File: src/rtl/mem_arbiter.sv
// mem_arbiter: round-robin arbiter sharing one single-port memory between NUM_REQ engines,
// with a hold-time watchdog that preempts a long burst when another engine is waiting.
module mem_arbiter #(
    parameter int NUM_REQ    = 4,
    parameter int ADDR_WIDTH = 11,
    parameter int WORD_WIDTH = 16,
    parameter int MAX_HOLD   = 64
) (
    input  logic                          clock,
    input  logic                          rst,
    input  logic [NUM_REQ-1:0]            req,
    input  logic [NUM_REQ*ADDR_WIDTH-1:0] req_addr,
    input  logic [NUM_REQ*WORD_WIDTH-1:0] req_wdata,
    input  logic [NUM_REQ-1:0]            req_we,
    output logic [NUM_REQ-1:0]            gnt,
    output logic [NUM_REQ-1:0]            rvalid,
    output logic [WORD_WIDTH-1:0]         rdata,
    output logic                          preempt,
    output logic [ADDR_WIDTH-1:0]         mem_addr,
    output logic [WORD_WIDTH-1:0]         mem_wdata,
    output logic                          mem_we,
    input  logic [WORD_WIDTH-1:0]         mem_rdata
);
    localparam int OW = $clog2(NUM_REQ);
    localparam int HW = $clog2(MAX_HOLD + 1);
    typedef enum logic [1:0] {IDLE, GRANT, GAP} state_t;
    state_t state;
    logic [OW-1:0] owner, last, sel;
    logic [HW-1:0] hold_cnt;
    logic          found, others, busy;
    always_comb begin
        sel   = '0;
        found = 1'b0;
        for (int i = 1; i <= NUM_REQ; i++) begin
            if (!found && req[(int'(last) + i) % NUM_REQ]) begin
                found = 1'b1;
                sel   = OW'((int'(last) + i) % NUM_REQ);
            end
        end
    end
    assign others    = |(req & ~(NUM_REQ'(1) << owner));
    assign busy      = |gnt;
    assign mem_addr  = busy ? req_addr[owner*ADDR_WIDTH +: ADDR_WIDTH] : '0;
    assign mem_wdata = busy ? req_wdata[owner*WORD_WIDTH +: WORD_WIDTH] : '0;
    assign mem_we    = busy & req_we[owner];
    assign rdata     = mem_rdata;
    always_ff @(posedge clock or posedge rst) begin
        if (rst) begin
            state    <= IDLE;
            gnt      <= '0;
            rvalid   <= '0;
            preempt  <= 1'b0;
            hold_cnt <= '0;
            owner    <= '0;
            last     <= OW'(NUM_REQ - 1);
        end else begin
            rvalid  <= gnt & ~req_we;
            preempt <= 1'b0;
            case (state)
                IDLE: if (found) begin
                    state    <= GRANT;
                    owner    <= sel;
                    last     <= sel;
                    gnt      <= NUM_REQ'(1) << sel;
                    hold_cnt <= HW'(1);
                end
                GRANT: if (!req[owner] || (hold_cnt == HW'(MAX_HOLD) && others)) begin
                    // Next owner is chosen now; it is granted after one idle bus cycle.
                    gnt      <= '0;
                    hold_cnt <= '0;
                    preempt  <= req[owner];
                    state    <= others ? GAP : IDLE;
                    if (others) begin
                        owner <= sel;
                        last  <= sel;
                    end
                end else begin
                    hold_cnt <= hold_cnt + HW'(hold_cnt != HW'(MAX_HOLD));
                end
                default: begin
                    state    <= GRANT;
                    gnt      <= NUM_REQ'(1) << owner;
                    hold_cnt <= HW'(1);
                end
            endcase
        end
    end
endmodule
File: config.mk
export PLATFORM = sky130hd
export DESIGN_NAME = mem_arbiter
export DESIGN_NICKNAME = d
export VERILOG_FILES = /design/src/rtl/mem_arbiter.sv
export SDC_FILE = /design/constraint.sdc
export NUM_CORES = 1
export LEC_CHECK = 0
export ABC_AREA = 1
export CELL_PAD_IN_SITES_DETAIL_PLACEMENT = 0
export CELL_PAD_IN_SITES_GLOBAL_PLACEMENT = 1
export CORE_UTILIZATION = 19
export CTS_BUF_LIST = sky130_fd_sc_hd__clkbuf_4
export DETAILED_ROUTE_END_ITERATION = 8
export PLACE_DENSITY = 0.85
export SLEW_MARGIN = 5
export SYNTH_ARGS = -nofsm -noshare
export SYNTH_HDL_FRONTEND = slang
export SYNTH_SLANG_ARGS = --single-unit
File: constraint.sdc
create_clock -name clock -period 1.58 [get_ports clock]
set_input_delay 0.158 -clock clock [delete_from_list [all_inputs] [get_ports clock]]
set_output_delay 0.158 -clock clock [all_outputs]
set_load 0.05 [all_outputs]
## Word level (Yosys, flattened, before mapping)

Index checks and enable logic that the tools add are counted.

| storage, ports and cells | value |
|---|---|
| bits in registers | 22 |
| input bits | 134 |
| output and inout port bits | 53 |
| word-level logic and storage cells | 98 |

| cells by class | value |
|---|---|
| $add $sub $neg | 5 |
| $mul | 1 |
| magnitude comparators | 5 |
| equality and inequality tests | 6 |
| shifts and indexed selects | 4 |
| multiplexer cells | 42 |
| bitwise operators | 9 |
| reductions and logical operators | 19 |

Operator list:

| kind | number |
|---|---|
| indexed part select 64 x 7 -> 16 bit | 1 |
| indexed part select 44 x 7 -> 11 bit | 1 |
| 2-to-1 mux 2 bit | 10 |
| less-than comparator 3 x 4 -> 1 bit, second input constant | 4 |
| 2-to-1 mux 1 bit | 16 |
| 2-to-1 mux 16 bit | 1 |
| 2-to-1 mux 7 bit | 2 |
| case mux 7 bit (2 select lines) | 1 |
| binary-select mux 1 bit (select 2 bit) | 6 |
| 2-to-1 mux 11 bit | 1 |
| bitwise AND 4 bit | 2 |
| 2-to-1 mux 4 bit | 2 |
| inverter 4 bit | 2 |
| case mux 2 bit (2 select lines) | 2 |
| case mux 4 bit (2 select lines) | 1 |
| OR reduction 2 bit | 4 |
| OR reduction 4 bit | 2 |
| left shift 1 x 2 -> 4 bit, first input constant | 2 |
| adder 7 x 1 -> 7 bit | 1 |
| == test 7 bit, second input constant | 1 |
| inequality test 7 bit, second input constant | 1 |
| multiplier 2 x 4 -> 6 bit, second input constant | 1 |
| inequality test 2 bit, second input constant | 3 |
| adder 2 x 1 -> 2 bit, second input constant | 2 |
| other kinds (12) | 22 |

## Logic depth before layout (Yosys ltp)

| depth | value |
|---|---|
| depth in word-level cells | 19 |
| mapped depth | 14 |
| depth with buffers taken out | 12 |

## Least setup slack after synthesis

No wires, ideal clock.

| timing path | value |
|---|---|
| kind | register to output |
| start point | register owner[1] |
| end point | output mem_wdata[10] |
| data arrival time | 1937 ps |
| required time | 1422 ps |
| slack | -515 ps |
| stages on the path, launching flop included | 7 |
| buffers on the path | 2 |
| path through | dfrtp_1 -> inv_2 -> nor2_1 -> clkbuf_1 -> buf_2 -> a22oi_1 -> a21oi_1 |

| on the way | value |
|---|---|
| cells in the longest elaborated chain, start to end | 2 |

Ends and longest elaborated chain:

| item | RTL line | source |
|---|---|---|
| from (decl) | 28 | `logic [OW-1:0] owner, last, sel;` |
| from (signal assigned) | 62 | `owner <= sel;` |
| from (signal assigned) | 74 | `owner <= sel;` |
| indexed part select 64 x 7 -> 16 bit | 44 | `assign mem_wdata = busy ? req_wdata[owner*WORD_WIDTH +: WORD_WIDTH] : '0;` |
| 2-to-1 mux 16 bit | 44 |  |
| to (decl) | 20 | `output logic [WORD_WIDTH-1:0] mem_wdata,` |

Every way passes these cells.

## Final worst setup path

| timing path | value |
|---|---|
| start point | register owner[0] |
| end point | output mem_addr[0] |

| on the way | value |
|---|---|
| cells in the longest elaborated chain, start to end | 3 |

Ends and longest elaborated chain:

| item | RTL line | source |
|---|---|---|
| multiplier 2 x 4 -> 6 bit | 43 | `assign mem_addr = busy ? req_addr[owner*ADDR_WIDTH +: ADDR_WIDTH] : '0;` |
| indexed part select 44 x 7 -> 11 bit | 43 |  |
| 2-to-1 mux 11 bit | 43 |  |
| to (decl) | 19 | `output logic [ADDR_WIDTH-1:0] mem_addr,` |

Every way passes these cells.

==> flow_summary.json <==
{
  "status": "finished, violations left",
  "violations": "setup timing",
  "synth_area_leaders": "dfrtp_1 (23%), a22oi_1 (19%), nand2_1 (8.9%)",
  "rsz0062_at_grt": "true",
  "synth_async_sr_flop_share_pct": 100.0,
  "holdCritPathClass": "in2async",
  "gp_routability_congestion": 0.8104,
  "tightest_slew_ps": 334.3,
  "drive_above_1_share_pct": 51.00,
  "hold_viol": 0,
  "yosys.area.top_type": "dfrtp_1",
  "dieArea_mm2": 0.01192,
  "clk_path_buf_depth": 2,
  "start_util_pct": 19.79,
  "timing.slew.headroom_pct": 77.48,
  "drc": 0,
  "yosys_warnings": 0,
  "synth_most_common_cell": "a22oi_1",
  "core-area_mm2": 0.01103,
  "grt-ovfl-total": 0,
  "grt_usage_pct": 16.38,
  "drt_iter0_markers": 156,
  "grt_pass1_wl_um": 15180,
  "maxSlewViolCount": 0,
  "finalPower_mw": 12.79,
  "cts_tree": "built",
  "clock_latency_ps": 300,
  "switching_share_pct": 51.92,
  "worstPathRequired_ps": 1420,
  "p_comb_share_pct": 88.9,
  "ios": 187,
  "cts_sinks": 22,
  "clock_power_share_pct": 3.4,
  "maxCapViolations": 0,
  "leakage_nw": 2.154,
  "seq_area_frac_synth_pct": 25.33,
  "crit_type": "reg2out",
  "syn-num-nets": 446,
  "startpoint_type": "flop",
  "vdd_drop_max_uv": 1408,
  "skew_ps": 4.289,
  "endpoint_kind": "output pin",
  "finalSetupViolCount": 46,
  "ant_nets": 0,
  "critPathMaxFanout": 15,
  "place_worst_setup_slack_ps": -200.9,
  "first_global_vias": 3063,
  "reg2reg_from": "owner[0]",
  "stdcell_area_mm2": 0.005399,
  "pwr-share-seq_pct": 7.7,
  "cp-startpoint": "owner[0]",
  "switching_power_mw": 6.641,
  "fmax_ghz": 0.5214,
  "detail_route.wl_per_cell_um": 17.28,
  "layout_min_cycle_time_ps": 1918,
  "ys_top_cells_by_count": "a22oi_1 (56), nand2_1 (52), a21oi_1 (34)",
  "grt_max_degree": 29,
  "rrSetupSlack_ps": -290,
  "crit_arrival_ps": 1760,
  "dp.final_hpwl_um": 7752,
  "power.internal_mw": 6.150,
  "viasPerCell": 4.807,
  "placed_area_mm2": 0.004557,
  "synth.top_cell.area_share_pct": 22.92,
  "first_pass_iters": 5,
  "vias": 3067,
  "power.density_mw_per_mm2": 2369,
  "antenna_found_initial": 0,
  "h-tree-depth": 1,
  "layout_setup_ws_ps": -338.0,
  "clkTransAtPathRegs_ps": 130,
  "ys_seq_elements": 22,
  "cts_inserted_buffers": 3,
  "die_w_um": 109.2,
  "period_share_pct": 121.4,
  "r2r-end": "owner[1]",
  "area_growth_pct": 147.3,
  "synthesis.area_mm2": 0.002183,
  "die_y_um": 109.2,
  "rows": 38,
  "root_buffer": "clkbuf_4",
  "reg2regPathDepth": 11,
  "io_buffer_count": 154,
  "wirelength_um": 11030,
  "yosysUniqueCellTypes": 34,
  "avgSynthCellArea_um2": 7.066,
  "critPathCapture": "mem_addr[0]",
  "syn_inst": 309,
  "final_nets": 636,
  "synth_edf_count": 0,
  "diodes": 0,
  "fin_setup_tns_ps": -12520,
  "synth_ff_type": "dfrtp_1"
}
-- cells in the final DEF (no fill, tap or decap), types with 2 or more instances in the layout --
cell type	count
nor4_4	2
nand4_1	3
clkbuf_4	3
nand3_2	8
nor2_2	7
clkdlybuf4s50_1	117
a21oi_2	20
nand2_2	12
nor2_1	10
inv_1	22
nand2_1	37
nand2_4	18
nand3_1	7
a22oi_2	36
a21oi_4	15
buf_6	18
inv_8	2
a22oi_1	20
dfstp_2	2
dfrtp_2	5
dfrtp_1	15
inv_4	2
buf_12	37
nor2_4	7
o21ai_0	2
o21ai_1	4
o21ai_2	3
inv_2	6
buf_4	42
ha_1	3
-- power by group through the flow --
stage               logic [mW]  clock network [mW]  registers, mW
global route              12.0               0.477           1.00
global placement          9.41                   0          0.956
floorplan                 5.43                   0           1.08
detailed placement        9.49                   0          0.959
finish                    11.4               0.430          0.987
CTS                       10.7               0.443          0.947
-- sequential cells by signal, summed over array words and instances (netlist names) --
signal / cells
owner: 2
preempt: 1
last: 2
state: 2
rvalid: 4
gnt: 4
hold_cnt: 7
-- critical path, cell delays in order (launching register included) --
cell,delay [ps]
dfrtp_2,480
inv_2,80
nor2_4,220
buf_12,190
a22oi_1,100
a21oi_2,210
buf_12,160
-- worst min path at each step --
stage	slack [ps]	startpoint	cells past startpoint	to
after global placement	320	mem_rdata[12]	0	rdata[12]
after CTS	190	rst	3	state[1]
after detailed placement	320	mem_rdata[12]	0	rdata[12]
after floorplan	150	rst	1	gnt[3]
final	180	rst	3	gnt[2]
after global routing	190	rst	3	gnt[2]
-- per-stage QoR --
stage	hold WS [ps]	cells	utilization, %
after floorplan	145.5	309	-
after detailed placement	316.3	608	41.31
after CTS	186.1	632	46.23
after global placement	316.3	608	41.31
final	179.1	638	48.95
after global routing	185.5	638	48.95
-- cell type report --
class,instances,area [um2]
Clock buffer,3,22.52
Clock inverter,1,30.03
Fill cell,998,5632
Inverter,31,133.9
Multi-Input combinational cell,225,2014
Sequential cell,22,559.3
Tap cell,140,175.2
Timing Repair Buffer,215,2457
Timing Repair inverter,1,6.256
-- timing repair --
item / in CTS / in global routing
endpoints found under the setup margin: 46 / 46
setup buffers: 16 / 6
pin swaps: 28 / 20
cloned: 4 / 1
resized for setup: 75 / 65
hold buffers: 0 / 0
-- cells by family (layout without fill, tap and decap cells) --
kind of cell | count (synthesis) | count (layout) | synth area share, %
xor gates and xnor gates | 2 | 2 | 0.8024
buffers and inverters | 63 | 251 | 14.90
DFF | 22 | 22 | 25.33
adders and majority gates | 3 | 3 | 1.719
AOI/OAI and AO/OA | 104 | 104 | 30.89
and+or+nand+nor | 115 | 116 | 26.36
-- metal layers --
layer / track usage, % / vias to the layer above / share of wire, %
met3: 4.184 / 20 / 7.8
met5: 0 / - / 0
met2: 34.19 / 111 / 57
met1: 15.74 / 1480 / 34
met4: 3.238 / 0 / 1.9
li1: - / 1456 / -
(Power assumes the default switching activity.)
